<file path="config.mk">
export PLATFORM = sky130hd
export DESIGN_NAME = control_mc_flat
export DESIGN_NICKNAME = d
export VERILOG_FILES = /design/src/rtl/control_pkg.sv /design/src/rtl/control_mc_if.sv /design/src/rtl/control_decode.sv /design/src/rtl/control_mc.sv /design/src/flat_wrapper.sv
export SDC_FILE = /design/constraint.sdc
export NUM_CORES = 1
export LEC_CHECK = 0
export ABC_AREA = 1
export ABC_CLOCK_PERIOD_IN_PS = 1700
export BUFFER_PORTS_ARGS = -buffer_cell sky130_fd_sc_hd__buf_4
export CAP_MARGIN = 20
export CORE_MARGIN = 2
export CORE_UTILIZATION = 50
export DETAILED_ROUTE_END_ITERATION = 10
export PLACE_DENSITY = 0.84
export SLEW_MARGIN = 40
export SYNTH_ARGS = -nofsm -noshare
export SYNTH_HDL_FRONTEND = slang
export SYNTH_HIERARCHICAL = 1
export SYNTH_SLANG_ARGS = --single-unit
</file>
<file path="constraint.sdc">
create_clock -name CLK -period 1.7 [get_ports CLK]
set_input_delay 0.085 -clock CLK [delete_from_list [all_inputs] [get_ports CLK]]
set_output_delay 0.085 -clock CLK [all_outputs]
set_load 0.02 [all_outputs]
</file>
<file path="src/rtl/control_pkg.sv">
// Shared types and encodings for the stack-machine control unit.
// Opcode values and the output field encodings live here so decode and FSM agree.
package control_pkg;

  typedef enum logic [2:0] {
    ST_FETCH  = 3'd0,
    ST_DECODE = 3'd1,
    ST_EXEC   = 3'd2,
    ST_MEM    = 3'd3,
    ST_HALT   = 3'd4,
    ST_TRAP   = 3'd5
  } state_e;

  localparam logic [3:0] OP_ALU   = 4'd0;
  localparam logic [3:0] OP_PUSHI = 4'd1;
  localparam logic [3:0] OP_LOAD  = 4'd2;
  localparam logic [3:0] OP_STORE = 4'd3;
  localparam logic [3:0] OP_JUMP  = 4'd4;
  localparam logic [3:0] OP_BZ    = 4'd5;
  localparam logic [3:0] OP_CALL  = 4'd6;
  localparam logic [3:0] OP_RET   = 4'd7;
  localparam logic [3:0] OP_HALT  = 4'd8;

  localparam logic [2:0] SOP_NOP       = 3'd0;
  localparam logic [2:0] SOP_PUSH      = 3'd1;
  localparam logic [2:0] SOP_POP2PUSH1 = 3'd2;
  localparam logic [2:0] SOP_POP       = 3'd3;
  localparam logic [2:0] SOP_POP1PUSH1 = 3'd4;

  localparam logic [1:0] RSOP_NOP  = 2'd0;
  localparam logic [1:0] RSOP_PUSH = 2'd1;
  localparam logic [1:0] RSOP_POP  = 2'd2;

  localparam logic [2:0] SC_NONE = 3'd0;
  localparam logic [2:0] SC_IMM  = 3'd1;
  localparam logic [2:0] SC_MEM  = 3'd2;
  localparam logic [2:0] SC_ALU  = 3'd3;
  localparam logic [2:0] SC_RTOP = 3'd4;

  localparam logic [2:0] PC_HOLD = 3'd0;
  localparam logic [2:0] PC_JMP  = 3'd1;
  localparam logic [2:0] PC_BZ   = 3'd2;
  localparam logic [2:0] PC_RTOP = 3'd3;
  localparam logic [2:0] PC_INC  = 3'd4;

  typedef struct packed {
    logic [2:0] stack_op;
    logic [1:0] rstack_op;
    logic [2:0] stack_ctrl;
    logic [2:0] pc_ctrl;
  } ctrl_t;

endpackage

</file>
<file path="src/rtl/control_mc_if.sv">
// Instruction/data memory handshake between the control unit and memory.
interface control_mc_if #(
  parameter int INST_W = 16
) ();
  logic [INST_W-1:0] inst;
  logic              mem_ack;
  logic              mem_req;
  logic              MemWrite;

  modport master (output mem_req, output MemWrite, input inst, input mem_ack);
  modport slave  (input mem_req, input MemWrite, output inst, output mem_ack);
endinterface

</file>
<file path="src/rtl/control_decode.sv">
// Combinational instruction decode: IR -> control word plus class flags.
module control_decode
  import control_pkg::*;
#(
  parameter int INST_W    = 16,
  parameter int FUNCT_W   = 4,
  parameter int NUM_FUNCT = 12
) (
  input  logic [INST_W-1:0]  ir,
  output ctrl_t              ctrl,
  output logic [FUNCT_W-1:0] alu_op,
  output logic               is_mem,
  output logic               is_store,
  output logic               is_halt,
  output logic               is_illegal
);

  localparam logic [FUNCT_W:0] NUM_F = (FUNCT_W+1)'(NUM_FUNCT);

  logic [3:0]         opcode;
  logic [FUNCT_W-1:0] funct;
  logic               unused_imm;

  assign opcode     = ir[INST_W-1:INST_W-4];
  assign funct      = ir[FUNCT_W-1:0];
  // Immediate bits are consumed by the datapath, not by control.
  assign unused_imm = ^ir[INST_W-5:FUNCT_W];

  always_comb begin
    ctrl       = '0;
    alu_op     = '0;
    is_mem     = 1'b0;
    is_store   = 1'b0;
    is_halt    = 1'b0;
    is_illegal = 1'b0;
    case (opcode)
      OP_ALU: begin
        if ({1'b0, funct} >= NUM_F) begin
          is_illegal = 1'b1;
        end else begin
          ctrl   = '{SOP_POP2PUSH1, RSOP_NOP, SC_ALU, PC_INC};
          alu_op = funct;
        end
      end
      OP_PUSHI: ctrl = '{SOP_PUSH, RSOP_NOP, SC_IMM, PC_INC};
      OP_LOAD: begin
        ctrl   = '{SOP_POP1PUSH1, RSOP_NOP, SC_MEM, PC_INC};
        is_mem = 1'b1;
      end
      OP_STORE: begin
        ctrl     = '{SOP_POP, RSOP_NOP, SC_NONE, PC_INC};
        is_mem   = 1'b1;
        is_store = 1'b1;
      end
      OP_JUMP: ctrl = '{SOP_NOP, RSOP_NOP, SC_NONE, PC_JMP};
      OP_BZ:   ctrl = '{SOP_POP, RSOP_NOP, SC_NONE, PC_BZ};
      OP_CALL: ctrl = '{SOP_NOP, RSOP_PUSH, SC_NONE, PC_JMP};
      OP_RET:  ctrl = '{SOP_NOP, RSOP_POP, SC_NONE, PC_RTOP};
      OP_HALT: is_halt = 1'b1;
      default: is_illegal = 1'b1;
    endcase
  end

endmodule

</file>
<file path="src/rtl/control_mc.sv">
// Multi-cycle control FSM for the stack machine: fetch, decode, execute/memory,
// with sticky HALT/TRAP and a retired-instruction counter.
module control_mc
  import control_pkg::*;
#(
  parameter int INST_W    = 16,
  parameter int FUNCT_W   = 4,
  parameter int NUM_FUNCT = 12,
  parameter int CNT_W     = 16
) (
  input  logic               CLK,
  input  logic               reset,
  control_mc_if.master       bus,
  output logic               IRWrite,
  output logic [2:0]         stackOP,
  output logic [1:0]         rStackOP,
  output logic [2:0]         stackControl,
  output logic [2:0]         PCControl,
  output logic [FUNCT_W-1:0] ALUOP,
  output logic               PCWrite,
  output logic               halted,
  output logic               trap,
  output logic [CNT_W-1:0]   retired
);

  state_e             state_q, state_d;
  logic [INST_W-1:0]  ir_q, ir_d;
  logic [CNT_W-1:0]   retired_q, retired_d;

  ctrl_t              dec_ctrl;
  logic [FUNCT_W-1:0] dec_alu;
  logic               dec_mem, dec_store, dec_halt, dec_illegal;

  ctrl_t              ctrl_o;
  logic [FUNCT_W-1:0] alu_o;
  logic               mem_req_o, mem_write_o, ir_write_o, pc_write_o;

  control_decode #(
    .INST_W    (INST_W),
    .FUNCT_W   (FUNCT_W),
    .NUM_FUNCT (NUM_FUNCT)
  ) u_decode (
    .ir         (ir_q),
    .ctrl       (dec_ctrl),
    .alu_op     (dec_alu),
    .is_mem     (dec_mem),
    .is_store   (dec_store),
    .is_halt    (dec_halt),
    .is_illegal (dec_illegal)
  );

  always_ff @(posedge CLK or negedge reset) begin
    if (!reset) begin
      state_q   <= ST_FETCH;
      ir_q      <= '0;
      retired_q <= '0;
    end else begin
      state_q   <= state_d;
      ir_q      <= ir_d;
      retired_q <= retired_d;
    end
  end

  always_comb begin
    state_d   = state_q;
    ir_d      = ir_q;
    retired_d = retired_q;
    case (state_q)
      ST_FETCH: begin
        if (bus.mem_ack) begin
          ir_d    = bus.inst;
          state_d = ST_DECODE;
        end
      end
      ST_DECODE: begin
        if (dec_halt)         state_d = ST_HALT;
        else if (dec_illegal) state_d = ST_TRAP;
        else if (dec_mem)     state_d = ST_MEM;
        else                  state_d = ST_EXEC;
      end
      ST_EXEC: begin
        retired_d = retired_q + 1'b1;
        state_d   = ST_FETCH;
      end
      ST_MEM: begin
        if (bus.mem_ack) begin
          retired_d = retired_q + 1'b1;
          state_d   = ST_FETCH;
        end
      end
      default: state_d = state_q;
    endcase
  end

  always_comb begin
    ctrl_o      = '0;
    alu_o       = '0;
    mem_req_o   = 1'b0;
    mem_write_o = 1'b0;
    ir_write_o  = 1'b0;
    pc_write_o  = 1'b0;
    case (state_q)
      ST_FETCH: begin
        mem_req_o  = 1'b1;
        ir_write_o = bus.mem_ack;
      end
      ST_EXEC: begin
        ctrl_o     = dec_ctrl;
        alu_o      = dec_alu;
        pc_write_o = 1'b1;
      end
      ST_MEM: begin
        mem_req_o   = 1'b1;
        mem_write_o = dec_store;
        if (bus.mem_ack) begin
          ctrl_o     = dec_ctrl;
          pc_write_o = 1'b1;
        end
      end
      default: ;
    endcase
    // FETCH would otherwise request memory while reset is held.
    if (!reset) begin
      mem_req_o  = 1'b0;
      ir_write_o = 1'b0;
    end
  end

  assign bus.mem_req   = mem_req_o;
  assign bus.MemWrite  = mem_write_o;
  assign IRWrite       = ir_write_o;
  assign stackOP       = ctrl_o.stack_op;
  assign rStackOP      = ctrl_o.rstack_op;
  assign stackControl  = ctrl_o.stack_ctrl;
  assign PCControl     = ctrl_o.pc_ctrl;
  assign ALUOP         = alu_o;
  assign PCWrite       = pc_write_o;
  assign halted        = (state_q == ST_HALT);
  assign trap          = (state_q == ST_TRAP);
  assign retired       = retired_q;

endmodule

</file>
<file path="src/flat_wrapper.sv">
// flat-port wrapper written by rule: the top's interface ports become plain ports
module control_mc_flat import control_pkg::*;
#(
  parameter int INST_W    = 16,
  parameter int FUNCT_W   = 4,
  parameter int NUM_FUNCT = 12,
  parameter int CNT_W     = 16
)
  (CLK, reset, IRWrite, stackOP, rStackOP, stackControl, PCControl, ALUOP, PCWrite, halted, trap, retired, bus_mem_req, bus_MemWrite, bus_inst, bus_mem_ack);
  control_mc_if #(.INST_W(INST_W)) bus_i ();
  input  logic CLK;
  input  logic reset;
  output logic IRWrite;
  output logic [2:0] stackOP;
  output logic [1:0] rStackOP;
  output logic [2:0] stackControl;
  output logic [2:0] PCControl;
  output logic [FUNCT_W-1:0] ALUOP;
  output logic PCWrite;
  output logic halted;
  output logic trap;
  output logic [CNT_W-1:0] retired;
  output wire logic [$bits(bus_i.mem_req)-1:0] bus_mem_req;
  output wire logic [$bits(bus_i.MemWrite)-1:0] bus_MemWrite;
  input wire logic [$bits(bus_i.inst)-1:0] bus_inst;
  input wire logic [$bits(bus_i.mem_ack)-1:0] bus_mem_ack;
  assign bus_mem_req = bus_i.mem_req;
  assign bus_MemWrite = bus_i.MemWrite;
  assign bus_i.inst = bus_inst;
  assign bus_i.mem_ack = bus_mem_ack;
  control_mc #(.INST_W(INST_W), .FUNCT_W(FUNCT_W), .NUM_FUNCT(NUM_FUNCT), .CNT_W(CNT_W)) u_core (.CLK(CLK), .reset(reset), .bus(bus_i), .IRWrite(IRWrite), .stackOP(stackOP), .rStackOP(rStackOP), .stackControl(stackControl), .PCControl(PCControl), .ALUOP(ALUOP), .PCWrite(PCWrite), .halted(halted), .trap(trap), .retired(retired));
endmodule
</file>
[Yosys cells after proc, flatten, opt, wreduce, memory -nomap -nowiden]
Index checks and enable logic that the tools add are counted.
Storage, ports and cells
  word-level logic and storage cells: 57
  flip-flop bits (word level): 35
  bits of input ports: 19
Operators by class
  muxes and demuxes: 27
  equality and inequality tests: 15
  $add $sub $neg: 1
  $lt $le $gt $ge: 1
  reduce and logical (&&, ||, !) cells: 10
Operators by type and width (count)
  11-bit one-hot mux with 8 select lines: 1
  16-bit one-hot mux with 2 select lines: 1
  11-bit one-hot mux with 2 select lines: 1
  16-bit by 1-bit adder with 16-bit output, second input constant: 1
  4-bit by 3-bit == test with 1-bit output, second input constant: 4
  16-bit 2-to-1 mux: 1
  3-bit 2-to-1 mux: 4
  4-bit 2-to-1 mux: 3
  3-bit one-hot mux with 4 select lines: 1
  1-bit 2-to-1 mux: 11
  11-bit 2-to-1 mux: 1
  10-bit 2-to-1 mux: 1
  4-bit by 2-bit == test with 1-bit output, second input constant: 2
  8-bit OR reduction: 1
  3-bit by 2-bit == test with 1-bit output, second input constant: 2
  3-bit == test, second input constant: 2
  4-bit by 1-bit == test with 1-bit output, second input constant: 1
  4-bit == test, second input constant: 1
  4-bit >= comparator, second input constant: 1
  4-bit zero test: 1
  2-bit inequality test, second input constant: 2
  1-bit one-hot mux with 2 select lines: 2
  2-bit AND reduction: 2
  4-bit nonzero test: 1
  5 further kinds: 6

[Logic depth before layout (Yosys ltp)]
  depth in word-level cells: 7
  mapped depth: 8
  gate-level depth less buffers: 8

[Modules after synthesis]
The synthesis kept the hierarchy.
Modules (own cells, without submodules)
  control_mc: area an instance 1863.0 um^2, cells each 262, seq. area each 875.8 um^2, times used 1
  control_decode: area an instance 247.7 um^2, cells each 45, seq. area each 0.0 um^2, times used 1

[Least setup slack after synthesis]
Ideal clock, no wire load.
  path kind: register to register
  start point: register u_core.retired_q[0], in the netlist u_core/retired[0]
  end point: register u_core.retired_q[10], in the netlist u_core/retired[10]
  stages on the path, launching flop included: 9
  slack: 0.257 ns
  required time: 1.587 ns
  arrival time: 1.330 ns
  buffers on the path: 0
  library setup time: 0.113 ns
  path through: dfrtp_1 -> ha_1 -> inv_1 -> nor2_1 -> nand2_1 -> nor2_1 -> nand2_1 -> nand2_1 -> inv_1
Between the ends
  word-level cells in the longest chain between the ends: 3
RTL lines
  start, declared: RTL line control_mc.sv:28  | logic [CNT_W-1:0] retired_q, retired_d;
  start signal, assigned: RTL line control_mc.sv:60  | retired_q <= retired_d;
  16-bit by 1-bit adder with 16-bit output (*): RTL line control_mc.sv:82, control_mc.sv:87
  16-bit 2-to-1 mux: RTL line control_mc.sv:86  | if (bus.mem_ack) begin
  16-bit one-hot mux with 2 select lines (*): RTL line control_mc.sv:68  | case (state_q)
Every way passes the cells marked *; elsewhere a longest branch is shown, timed or not. The select of a mux whose other input is x is not followed.
A chain may end at the register's enable or synchronous reset.

[Worst setup path in the final report]
  start point: register u_core.state_q[0]
  end point: output port PCWrite
Between the ends
  word-level cells in the longest chain between the ends: 2
  elaborated cells on any way between the ends: 3
  classes of those cells: 2 x eq/ne; 1 x mux
RTL lines
  start, declared: RTL line control_mc.sv:26  | state_e state_q, state_d;
  start signal, assigned: RTL line control_mc.sv:58  | state_q <= state_d;
  3-bit by 2-bit == test with 1-bit output: RTL line control_mc.sv:102  | case (state_q)
  1-bit one-hot mux with 2 select lines (*): RTL line control_mc.sv:102
  end, declared: RTL line flat_wrapper.sv:19  | output logic PCWrite;
Every way passes the cells marked *; elsewhere a longest branch is shown, timed or not.

==> results.json <==
{
  "critical-path-top-delay-family": "flip-flops",
  "rsz0062_at_grt": "yes",
  "drv_cap": 0,
  "io_pins": 56,
  "setup_tns_ns": 0,
  "crit_required_ns": 1.62,
  "final_core_utilization_pct": 67.6,
  "synth_warnings": 6,
  "seq_area_sq_um": 683,
  "die_x_um": 64.2,
  "row_count": 21,
  "htreeDepth": 1,
  "clockBufferDepth": 2,
  "final_net_count": 347,
  "slowest_stage": "dfrtp_2",
  "vias": 1750,
  "drc": 0,
  "p_leak_nw": 1.24,
  "drtIter0Drc": 82,
  "fin_crit_ns": 1.59,
  "vdd_drop_max_v": 0.000531,
  "r2r_cells": 8,
  "area_delta_synth_final_pct": 27.5,
  "syn-num-nets": 295,
  "grt_pass1_wl_mm": 6.65,
  "clock-root-buffer": "clkbuf_4",
  "finalHoldViolations": 0,
  "worstSetupPathDepth": 5,
  "slew_viol_final": 0,
  "slowest_delay_ns": 0.49,
  "avgViaCountPerCell": 4.70,
  "wire_per_inst_um": 10.2,
  "cts_tree": "done",
  "place.gp.congestion": 0.908,
  "critPathBufInv": 3,
  "antenna_found_initial": 0,
  "die-area_sq_um": 4120,
  "io_buffers": 46,
  "grt_pass1_vias": 1632,
  "antenna_cells": 0,
  "core_area_sq_um": 3420,
  "crit_fanout": 8,
  "firstDrtPassIters": 4,
  "ant_nets": 0,
  "layout-drive-gt1-share_pct": 26.4,
  "routed_wl_mm": 3.79,
  "multiInputGateArea_sq_um": 911,
  "clkLatencyLatePin_ns": 0.33,
  "cts_sinks": 27,
  "grt_max_degree": 29,
  "nFillCells": 316,
  "outcome": "completed",
  "grt-ovfl-total": 0,
  "synth_area_sq_um": 1810,
  "cp-start-kind": "flop",
  "syn_inst": 275,
  "power.density_nw_per_um2": 1060,
  "setup_viol": 0,
  "timing.fmax_mhz": 630,
  "crit_path_end_kind": "output pin",
  "finalCritPeriodShare_pct": 93.3,
  "min_path_type": "input pin to flop",
  "skew_ns": 0.00661,
  "grt_use_total_pct": 19.9,
  "cp.arrival_ns": 1.50,
  "path_class": "flop to output pin",
  "die_h_um": 64.2,
  "hpwl_mm": 2.78,
  "start_util_pct": 53.0,
  "path_cells": "inv_1 > nor2_1 > nor2_4 > buf_6 > buf_4",
  "whs_path_depth": 3,
  "cts_buffers": 3,
  "syn_area_per_cell_sq_um": 6.58,
  "clkTransAtPathRegs_ns": 0.15
}
layer usage:
metal | vias to the layer above | GRT usage (%) | share of wire [%]
li1 | 918 | - | -
met4 | 0 | 7.18 | 2.0
met1 | 767 | 24.9 | 44
met2 | 56 | 35.9 | 49
met5 | - | 0 | 0
met3 | 9 | 1.58 | 4.7
through the flow:
step / cells / power (mW) / hold slack [ns] / setup slack [ns] / area [sq um]
6_report: 372 / 2.46 / 0.00777 / 0.114 / 2310
5_1_grt: 372 / 2.70 / 0.00350 / -0.0266 / 2310
4_1_cts: 369 / 2.38 / 0.00261 / 0.0372 / 2260
3_5_place_dp: 362 / 2.07 / 0.0230 / 0.230 / 2180
3_3_place_gp: 362 / 2.05 / 0.0188 / 0.261 / 2180
2_1_floorplan: 275 / 1.78 / -0.211 / 0.257 / 1810
power breakdown:
group,internal [mW],leakage [nW],switching [mW]
Combinational,0.465,0.890,0.661
Sequential,0.809,0.335,0.243
Clock,0.0883,0.0177,0.190
placed cells by master (no fill, tap or decap), drive strengths merged:
| cell | n |
|---|---|
| ha | 1 |
| nand4 | 3 |
| inv | 57 |
| o21ai | 13 |
| clkbuf | 3 |
| xor2 | 2 |
| nand3 | 19 |
| nand3b | 3 |
| buf | 50 |
| nand2 | 83 |
| nor3 | 4 |
| a21oi | 2 |
| xnor2 | 4 |
| nor2 | 49 |
| dfrtp | 27 |
| clkinv | 2 |
| conb | 1 |
| dlygate4sd3 | 3 |
path summary, 6_finish.rpt:
path                                         start                  to  slack (ns)
worst max-delay path             u_core/state_q[0]             PCWrite        0.11
worst min-delay path                  bus_inst[12]     u_core/ir_q[12]       0.008
worst max register to register   u_core/retired[0]  u_core/retired[10]        0.27
worst min register to register  u_core/retired[15]  u_core/retired[15]        0.51
max in group asynchronous                    reset     u_core/ir_q[14]        1.23
min in group asynchronous                    reset  u_core/retired[15]        0.18
registers in the layout, indices dropped and copies added, names as in the netlist:
name,cells
u_core/state_q,3
u_core/retired,16
u_core/ir_q,8
timing repair:
| item | 4_1_cts | 5_1_grt |
|---|---|---|
| setup endpoints to repair | 12 | 18 |
| hold buffers | 3 | 0 |
| pin swaps | 0 | 3 |
| endpoints found under the hold margin | 29 | 0 |
| buffers inserted | 0 | 3 |
| gates cloned | 0 | 0 |
| gates resized for setup | 4 | 12 |
worst register-to-register path, stage by stage, from the launching register on:
cell	delay (ns)
dfrtp_1	0.44
ha_1	0.23
inv_1	0.07
nor2_2	0.21
nand2_1	0.13
nor2_1	0.11
nand2_1	0.06
nand2_1	0.07
inv_1	0.03
layout make-up:
type                            instances  area share, %
Inverter                               58           9.54
Clock buffer                            3          0.976
Clock inverter                          1          0.217
Multi-Input combinational cell        184           39.5
Sequential cell                        27           29.6
Timing Repair Buffer                   53           17.7
Tap cell                               46           2.49
Note: power is estimated with default switching activity, not from simulation.
